File: config.mk
export PLATFORM = sky130hd
export DESIGN_NAME = vga_pixel_out
export DESIGN_NICKNAME = d
export VERILOG_FILES = /design/src/rtl/vga_timing_pkg.sv /design/src/rtl/vga_timing_counter.sv /design/src/rtl/vga_pixel_out.sv
export SDC_FILE = /design/constraint.sdc
export NUM_CORES = 1
export LEC_CHECK = 0
export CELL_PAD_IN_SITES_DETAIL_PLACEMENT = 0
export CELL_PAD_IN_SITES_GLOBAL_PLACEMENT = 1
export CORE_MARGIN = 5
export CORE_UTILIZATION = 41
export DETAILED_ROUTE_END_ITERATION = 6
export PLACE_DENSITY = 0.92
export SLEW_MARGIN = 30
export SYNTH_ARGS = -nofsm -noshare
export SYNTH_HDL_FRONTEND = slang
export SYNTH_SLANG_ARGS = --single-unit
export TNS_END_PERCENT = 1
File: constraint.sdc
create_clock -name iCLOCK -period 5 [get_ports iCLOCK]
set_input_delay 0.75 -clock iCLOCK [delete_from_list [all_inputs] [get_ports iCLOCK]]
set_output_delay 0.75 -clock iCLOCK [all_outputs]
set_load 0.01 [all_outputs]
File: src/rtl/vga_timing_pkg.sv
// Shared timing defaults and FSM state type for the VGA pixel output path.
// Holds the 640x480@60 constants, derived totals and a counter-width helper.
package vga_timing_pkg;

  localparam int DEF_H_ACTIVE = 640;
  localparam int DEF_H_FP     = 16;
  localparam int DEF_H_SYNC   = 96;
  localparam int DEF_H_BP     = 48;
  localparam int DEF_V_ACTIVE = 480;
  localparam int DEF_V_FP     = 10;
  localparam int DEF_V_SYNC   = 2;
  localparam int DEF_V_BP     = 33;

  localparam int DEF_H_TOTAL =
    DEF_H_ACTIVE + DEF_H_FP + DEF_H_SYNC + DEF_H_BP;
  localparam int DEF_V_TOTAL =
    DEF_V_ACTIVE + DEF_V_FP + DEF_V_SYNC + DEF_V_BP;

  typedef enum logic [1:0] {
    IDLE,
    ARM,
    RUN
  } state_e;

  function automatic int cnt_width(input int total);
    return (total > 1) ? $clog2(total) : 1;
  endfunction

endpackage

File: src/rtl/vga_timing_counter.sv
// Free-running h/v raster counters with active, sync and frame-boundary decode.
// Ports: clk_i, rst_i (async high); active_o, hsync_n_o, vsync_n_o, fb_o.
module vga_timing_counter
  import vga_timing_pkg::*;
#(
  parameter int H_ACTIVE = DEF_H_ACTIVE,
  parameter int H_FP     = DEF_H_FP,
  parameter int H_SYNC   = DEF_H_SYNC,
  parameter int H_BP     = DEF_H_BP,
  parameter int V_ACTIVE = DEF_V_ACTIVE,
  parameter int V_FP     = DEF_V_FP,
  parameter int V_SYNC   = DEF_V_SYNC,
  parameter int V_BP     = DEF_V_BP
) (
  input  logic clk_i,
  input  logic rst_i,
  output logic active_o,
  output logic hsync_n_o,
  output logic vsync_n_o,
  output logic fb_o
);

  localparam int H_TOTAL = H_ACTIVE + H_FP + H_SYNC + H_BP;
  localparam int V_TOTAL = V_ACTIVE + V_FP + V_SYNC + V_BP;
  localparam int HW = cnt_width(H_TOTAL);
  localparam int VW = cnt_width(V_TOTAL);
  localparam logic [HW-1:0] H_LAST = HW'(H_TOTAL - 1);
  localparam logic [VW-1:0] V_LAST = VW'(V_TOTAL - 1);

  logic [HW-1:0] h_cnt_q, h_cnt_d;
  logic [VW-1:0] v_cnt_q, v_cnt_d;
  logic          h_wrap;
  int            h_pos, v_pos;

  always_comb begin
    h_wrap  = (h_cnt_q == H_LAST);
    h_cnt_d = h_wrap ? '0 : h_cnt_q + HW'(1);
    v_cnt_d = v_cnt_q;
    if (h_wrap) begin
      v_cnt_d = (v_cnt_q == V_LAST) ? '0 : v_cnt_q + VW'(1);
    end
  end

  always_ff @(posedge clk_i or posedge rst_i) begin
    if (rst_i) begin
      h_cnt_q <= '0;
      v_cnt_q <= '0;
    end else begin
      h_cnt_q <= h_cnt_d;
      v_cnt_q <= v_cnt_d;
    end
  end

  // Decode in int so sync-end bounds equal to the total never overflow.
  always_comb begin
    h_pos     = int'(h_cnt_q);
    v_pos     = int'(v_cnt_q);
    active_o  = (h_pos < H_ACTIVE) && (v_pos < V_ACTIVE);
    hsync_n_o = !((h_pos >= H_ACTIVE + H_FP) &&
                  (h_pos <  H_ACTIVE + H_FP + H_SYNC));
    vsync_n_o = !((v_pos >= V_ACTIVE + V_FP) &&
                  (v_pos <  V_ACTIVE + V_FP + V_SYNC));
    fb_o      = (h_pos == 0) && (v_pos == V_ACTIVE + V_FP);
  end

endmodule

File: src/rtl/vga_pixel_out.sv
// VGA pixel output: frame-locked FSM, FIFO pop logic and registered RGB565/syncs.
// Ports: iCLOCK/iRESET, iENA, FIFO head/empty/pop, frame-start, VGA outs, underflow.
module vga_pixel_out
  import vga_timing_pkg::*;
#(
  parameter int N        = 16,
  parameter int H_ACTIVE = DEF_H_ACTIVE,
  parameter int H_FP     = DEF_H_FP,
  parameter int H_SYNC   = DEF_H_SYNC,
  parameter int H_BP     = DEF_H_BP,
  parameter int V_ACTIVE = DEF_V_ACTIVE,
  parameter int V_FP     = DEF_V_FP,
  parameter int V_SYNC   = DEF_V_SYNC,
  parameter int V_BP     = DEF_V_BP
) (
  input  logic         iCLOCK,
  input  logic         iRESET,
  input  logic         iENA,
  input  logic         iFIFO_EMPTY,
  input  logic [N-1:0] iFIFO_DATA,
  input  logic         iUNDERFLOW_CLR,
  output logic         oFIFO_RD_EN,
  output logic         oFRAME_START,
  output logic [4:0]   oVGA_R,
  output logic [5:0]   oVGA_G,
  output logic [4:0]   oVGA_B,
  output logic         oVGA_HSYNC,
  output logic         oVGA_VSYNC,
  output logic         oVGA_DE,
  output logic         oUNDERFLOW
);

  logic   active, hsync_n, vsync_n, fb;
  state_e state_q, state_d;
  logic   pop, starve;
  logic [4:0] r_q, r_d;
  logic [5:0] g_q, g_d;
  logic [4:0] b_q, b_d;
  logic   hs_q, vs_q, de_q;
  logic   uf_q, uf_d;

  vga_timing_counter #(
    .H_ACTIVE (H_ACTIVE),
    .H_FP     (H_FP),
    .H_SYNC   (H_SYNC),
    .H_BP     (H_BP),
    .V_ACTIVE (V_ACTIVE),
    .V_FP     (V_FP),
    .V_SYNC   (V_SYNC),
    .V_BP     (V_BP)
  ) u_timing (
    .clk_i     (iCLOCK),
    .rst_i     (iRESET),
    .active_o  (active),
    .hsync_n_o (hsync_n),
    .vsync_n_o (vsync_n),
    .fb_o      (fb)
  );

  always_comb begin
    state_d = state_q;
    unique case (state_q)
      IDLE: if (iENA) state_d = ARM;
      ARM: begin
        if (!iENA)   state_d = IDLE;
        else if (fb) state_d = RUN;
      end
      RUN: if (fb && !iENA) state_d = IDLE;
      default: state_d = IDLE;
    endcase
  end

  // IDLE can only step to ARM, so frame-start never fires from IDLE.
  assign oFRAME_START = fb && (state_d == RUN);

  assign pop    = (state_q == RUN) && active && !iFIFO_EMPTY;
  assign starve = (state_q == RUN) && active &&  iFIFO_EMPTY;
  assign oFIFO_RD_EN = pop;

  always_comb begin
    r_d = '0;
    g_d = '0;
    b_d = '0;
    if (pop) begin
      r_d = iFIFO_DATA[15:11];
      g_d = iFIFO_DATA[10:5];
      b_d = iFIFO_DATA[4:0];
    end
    uf_d = uf_q;
    if (starve)              uf_d = 1'b1;
    else if (iUNDERFLOW_CLR) uf_d = 1'b0;
  end

  always_ff @(posedge iCLOCK or posedge iRESET) begin
    if (iRESET) begin
      state_q <= IDLE;
      r_q     <= '0;
      g_q     <= '0;
      b_q     <= '0;
      hs_q    <= 1'b1;
      vs_q    <= 1'b1;
      de_q    <= 1'b0;
      uf_q    <= 1'b0;
    end else begin
      state_q <= state_d;
      r_q     <= r_d;
      g_q     <= g_d;
      b_q     <= b_d;
      hs_q    <= hsync_n;
      vs_q    <= vsync_n;
      de_q    <= active;
      uf_q    <= uf_d;
    end
  end

  assign oVGA_R     = r_q;
  assign oVGA_G     = g_q;
  assign oVGA_B     = b_q;
  assign oVGA_HSYNC = hs_q;
  assign oVGA_VSYNC = vs_q;
  assign oVGA_DE    = de_q;
  assign oUNDERFLOW = uf_q;

endmodule

==> impl_metrics.json, run 1 <==
{
  "clk_latency_ps": 290,
  "synth.area.top_cells": "dfrtp_1, and2_1, nand3_1",
  "setup-tns-final_ps": 0,
  "synthCells": 171,
  "rr_startpoint": "u_timing.h_cnt_q[0]",
  "synth_top_family_by_area": "simple AND/OR/NAND/NOR gates",
  "synth-compound-area-share_pct": 4.650,
  "status": "finished clean",
  "antenna_found_initial": 0,
  "critPathLaunchType": "flip-flop",
  "synth_edf_count": 0,
  "die_h_um": 77.30,
  "firstDrtPassIters": 4,
  "via_count": 1350,
  "synth_warnings": 0,
  "yosys-mux-area-fraction_pct": 0.5391,
  "avgSynthCellArea_sq_um": 10.86,
  "power.leakage_nw": 1.085,
  "hold_viol": 0,
  "numCtsBuffers": 5,
  "diodes": 0,
  "setup_violations": 0,
  "clockBufferDepth": 2,
  "io_buffers": 42,
  "path_class": "reg2out",
  "async_reset_ff_share_pct": 100.0,
  "fin_nets": 240,
  "reg2reg_slack_ps": 2790,
  "cp-end-kind": "output pin",
  "hpwl_um": 2565,
  "fin_crit_ps": 3101,
  "rr_endpoint": "u_timing.v_cnt_q[9]",
  "synth_ff_type": "dfrtp_1",
  "layout_setup_ws_ps": 1899,
  "drtIter0Drc": 83,
  "synth_xor_area_share_pct": 6.604,
  "ctsResizeCount": 0,
  "gp_congestion": 0.7805,
  "wl_um": 3504,
  "finalCritPeriodShare_pct": 62.01,
  "path_clk_slew_ps": 80,
  "initial_utilization_pct": 42.35,
  "finalClockSkew_ps": 5.080,
  "post_cts_buffers": 0,
  "yosysSeqAreaShare_pct": 56.74,
  "rr_worst_depth": 5,
  "grt_max_degree": 43,
  "max_cap_violations": 0,
  "dieArea_sq_um": 5975,
  "synthDistinctLibCells": 35,
  "cts_root_buffer": "clkbuf_8",
  "grt_overflow": 0,
  "drive_above_1_share_pct": 6.047,
  "hp-class": "reg2reg",
  "rsz0062_at_grt": "false",
  "crit_required_ps": 4250,
  "hp-start": "u_timing.v_cnt_q[7]",
  "synth_top_area_share_pct": 53.91,
  "p_per_area_nw_per_um2": 239.4,
  "syn-num-nets": 197,
  "finalMaxSlewViolations": 0,
  "worstPathMaxFanout": 6,
  "dp_slack_ps": 1975,
  "grt_usage_pct": 13.20,
  "drtAntennaViolNets": 0,
  "synth_most_common_cell": "dfrtp_1",
  "fp-row-count": 24,
  "cts.sinks": 42,
  "core_area_sq_um": 4384,
  "critPathArrivalTime_ps": 2350,
  "drc": 0,
  "yosys.area_share.simple_pct": 24.19,
  "synthesis.area_sq_um": 1857,
  "grt_pass1_wl_um": 6320,
  "fmaxAchievable_ghz": 0.3225,
  "ys_top_cells_by_count": "dfrtp_1, and2_1, nor2_1",
  "area_delta_synth_final_pct": 29.38,
  "viasPerCell": 5.056,
  "synthAdderAreaFrac_pct": 3.369,
  "cts_tree": "yes",
  "hold_buffers": 0,
  "whs_endpoint": "u_timing.v_cnt_q[7]",
  "chipWidth_um": 77.30,
  "holdPathStages": 1,
  "first_global_vias": 1351,
  "nFillCells": 391,
  "tightest_slew_ps": 543.5,
  "htree_levels": 2,
  "ir_worst_vdd_mv": 0.1498,
  "io_pins": 43,
  "wl_per_cell_um": 13.12,
  "yosys_register_bits": 42,
  "slew_headroom_pct": 63.43,
  "yosysTopAreaCell": "dfrtp_1"
}
==> how the worst max path moves through the flow <==
stage	from	endpoint	depth (start not counted)
detailed placement	iFIFO_EMPTY	oFIFO_RD_EN	3
CTS	u_timing.v_cnt_q[5]	oFIFO_RD_EN	4
finish	u_timing.h_cnt_q[9]	oFRAME_START	4
global route	u_timing.v_cnt_q[8]	oFIFO_RD_EN	4
floorplan	u_timing.h_cnt_q[8]	oFRAME_START	4
global placement	iFIFO_EMPTY	oFIFO_RD_EN	3
==> flip-flops by register name, summed over array words and instances, names as in the netlist <==
name,count
u_timing.h_cnt_q,10
u_timing.v_cnt_q,10
oVGA_G,6
oVGA_B,5
oVGA_R,5
state_q,2
oUNDERFLOW,1
oVGA_DE,1
oVGA_HSYNC,1
oVGA_VSYNC,1
==> through the flow <==
step                utilization (%)  area (sq um)  hold slack [ps]  power (mW)  std cells
global route                  54.79          2402            554.2      0.6029        267
floorplan                         -          1857            469.6      0.3526        171
detailed placement            52.71          2311            493.2      0.3705        259
finish                        54.79          2402            503.7      0.5752        267
CTS                           54.68          2397            508.5      0.5852        267
global placement              52.71          2311            487.4      0.3704        259
==> report_power, final <==
group	switching (mW)	internal [mW]
registers	0.000511	0.340
logic	0.00824	0.0144
clock network	0.114	0.0984
total	0.123	0.453
==> per-layer routing <==
metal	global-route usage (%)	vias up	routed length [um]
met4	5.155	0	64
met1	17.45	653	1621
li1	-	669	-
met2	20.29	21	1664
met3	3.864	7	154
met5	0	-	0
==> area by class of cell <==
type                    count  area, sq um  share of cell area, %
clock buffers               6        72.57                  3.021
flip-flops and latches     42         1054                  43.85
clock inverters             2        13.76                 0.5729
inverters                   9        33.78                  1.406
multi-input cells         113        735.7                  30.63
repair buffers             43        427.9                  17.81
well taps                  52        65.06                  2.708
==> layout by cell type, fill, tap and decap left out, types with 2 or more instances in the layout <==
master / instances
xnor2_1: 7
xor2_1: 7
nand2_1: 6
o31ai_1: 2
o21a_1: 3
and2_1: 16
or4_1: 2
nor3_1: 4
clkbuf_8: 5
and3_1: 3
a21oi_1: 2
dfrtp_1: 40
nor2_1: 15
nand3_1: 13
nand4_1: 5
clkdlybuf4s50_1: 42
ha_1: 5
o21ai_0: 4
dfstp_2: 2
nor4b_1: 3
inv_1: 9
nor4_1: 3
==> critical path: stages, from the launching register on <==
cell,delay (ps)
dfrtp_1,460
or4_1,540
nor3_1,310
and3_1,210
clkdlybuf4s50_1,540
==> kinds of logic (layout without fill, tap and decap cells) <==
logic type / count (synthesis) / count (layout)
simple gates: 80 / 80
flops: 42 / 42
compound gates: 13 / 13
fa+ha+maj: 5 / 5
mux: 1 / 1
buf+inv: 16 / 60
xor+xnor: 14 / 14
No activity file was read; power rests on OpenSTA's default activity.
==> run 2, diff against run 1 <==
--- a/config.mk
+++ b/config.mk
@@ -8,9 +8,9 @@
 export CELL_PAD_IN_SITES_DETAIL_PLACEMENT = 0
 export CELL_PAD_IN_SITES_GLOBAL_PLACEMENT = 1
 export CORE_MARGIN = 5
-export CORE_UTILIZATION = 41
+export CORE_UTILIZATION = 34
 export DETAILED_ROUTE_END_ITERATION = 6
-export PLACE_DENSITY = 0.92
+export PLACE_DENSITY = 0.82
 export SLEW_MARGIN = 30
 export SYNTH_ARGS = -nofsm -noshare
 export SYNTH_HDL_FRONTEND = slang
==> constraint.sdc (replaced) <==
create_clock -name iCLOCK -period 2.76 [get_ports iCLOCK]
set_input_delay 0.414 -clock iCLOCK [delete_from_list [all_inputs] [get_ports iCLOCK]]
set_output_delay 0.414 -clock iCLOCK [all_outputs]
set_load 0.01 [all_outputs]
==> run 2 against run 1 <==
  * Final cell count up 8.2%
  * Combinational power increased by 82%
  * Register-to-register slack worse by 2300 ps
  * Via count is 0.67% lower
  * Worst setup slack lost 1800 ps
  * Sequential cell count stayed put
  * Clock power is 120% higher
  * Critical path depth unchanged
  * First-iteration DRC count down 52%
  * Clock skew rose by 2.3 ps
  * Sequential power increased by 81%
  * Die area grew 18%
  * Largest cell class unchanged
==> impl_metrics.json, run 2 (synthesized netlist as in run 1, its figures left out) <==
{
  "wl_met2_um": 1820,
  "tightest_slew_ps": 585.7,
  "die_h_um": 83.90,
  "status": "finished clean",
  "grt_pass1_wl_um": 6292,
  "cts_tree": "yes",
  "final_core_util_pct": 45.95,
  "initial_utilization_pct": 34.35,
  "antenna_found_initial": 0,
  "ir_worst_vdd_mv": 0.2634,
  "critPathLaunchType": "flip-flop",
  "grt_overflow": 0,
  "cp-end-kind": "output pin",
  "met3_wirelength_um": 208,
  "max_cap_violations": 0,
  "drc": 0,
  "critPathArrivalTime_ps": 2250,
  "rr_startpoint": "u_timing.h_cnt_q[0]",
  "drtIter0Drc": 40,
  "diodes": 0,
  "via_count": 1341,
  "reg2reg_slack_ps": 540,
  "path_clk_slew_ps": 80,
  "multi_input_area_sq_um": 752.0,
  "setup_violations": 0,
  "mostFrequentLayoutCell": "clkdlybuf4s50_1",
  "viasPerCell": 4.640,
  "drtAntennaViolNets": 0,
  "grt_usage_pct": 11.36,
  "dieArea_sq_um": 7039,
  "nFillCells": 527,
  "io_buffers": 42,
  "finalCritPeriodShare_pct": 96.58,
  "p_per_area_nw_per_um2": 455.5,
  "startpoint": "u_timing.h_cnt_q[9]",
  "wl_per_cell_um": 12.76,
  "power.leakage_nw": 1.107,
  "fp-row-count": 27,
  "drt-met1-wl_um": 1583,
  "numCtsBuffers": 5,
  "hpwl_um": 2667,
  "rsz0062_at_grt": "false",
  "clockBufferDepth": 2,
  "htree_levels": 2,
  "cts.sinks": 42,
  "fin_crit_ps": 2666,
  "slew_headroom_pct": 60.60,
  "finalMaxSlewViolations": 0,
  "cpPeakStageDelay_ps": 560,
  "chipWidth_um": 83.90,
  "fin_nets": 242,
  "seqCellArea_sq_um": 1056,
  "hp-start": "u_timing.v_cnt_q[7]",
  "fmaxAchievable_ghz": 0.3751,
  "crit_slowest_cell": "or4_4",
  "worstPathMaxFanout": 6,
  "layout_common_cells": "clkdlybuf4s50_1, dfrtp_1, and2_1, nor2_1, nand3_1",
  "io_pins": 43,
  "routed.top_layer": "met4",
  "setup-tns-final_ps": 0,
  "path_cells": "or4_4, nor3_4, and3_1, clkdlybuf4s50_1",
  "gp_congestion": 0.7603,
  "finalClockSkew_ps": 7.332,
  "wl_um": 3687,
  "firstDrtPassIters": 4,
  "core_area_sq_um": 5405,
  "hold_viol": 0,
  "cp.buffers_inverters": 1,
  "path_class": "reg2out",
  "clk_latency_ps": 300,
  "hp-class": "reg2reg",
  "cp_top_family": "simple AND/OR/NAND/NOR gates",
  "drive_above_1_share_pct": 9.217,
  "cts_root_buffer": "clkbuf_8",
  "first_global_vias": 1373,
  "grt_max_degree": 43,
  "area_delta_synth_final_pct": 33.76,
  "crit_required_ps": 2350
}
-- run 2: timing repair --
item,in CTS,in global routing
setup buffers,0,0
endpoints found under the setup margin,1,1
pin swaps,0,0
gates resized for setup,1,5
hold buffers,0,0
-- run 2: power breakdown --
group	total, mW	switching (mW)	internal, mW
Combinational	0.0414	0.0153	0.0262
Clock	0.473	0.207	0.266
Sequential	0.617	0.000872	0.616
Total	1.13	0.223	0.908
-- run 2: routing by layer --
layer	global-route usage (%)	vias up
met5	0	-
li1	-	668
met4	5.263	0
met2	19.38	31
met1	12.73	635
met3	3.850	7
-- run 2: per-stage QoR --
| step | power [mW] | setup slack (ps) | instances | cell area, sq um | hold WS (ps) |
|---|---|---|---|---|---|
| after floorplan | 0.6388 | 786.3 | 171 | 1857 | 469.6 |
| after global placement | 0.6712 | 310.4 | 281 | 2351 | 491.7 |
| after detailed placement | 0.6713 | 281.0 | 281 | 2351 | 497.0 |
| after CTS | 1.149 | 29.78 | 289 | 2465 | 512.2 |
| after global routing | 1.177 | 6.096 | 289 | 2484 | 538.8 |
| final | 1.131 | 94.39 | 289 | 2484 | 510.6 |
-- run 2: final cells by class --
class,count,share of cell area (%)
Tap cell,72,3.627
Sequential cell,42,42.52
Timing Repair Buffer,45,17.83
Clock inverter,3,1.612
Inverter,9,1.360
Clock buffer,5,2.771
Multi-Input combinational cell,113,30.28
-- run 2: final timing paths --
kind | endpoint | cells after the start
worst min register to register | u_timing.v_cnt_q[7] | 1
min in group asynchronous | oVGA_R[1] | 3
worst max register to register | u_timing.v_cnt_q[9] | 5
worst max-delay path | oFRAME_START | 4
worst min-delay path | u_timing.v_cnt_q[7] | 1
max in group asynchronous | u_timing.h_cnt_q[9] | 3
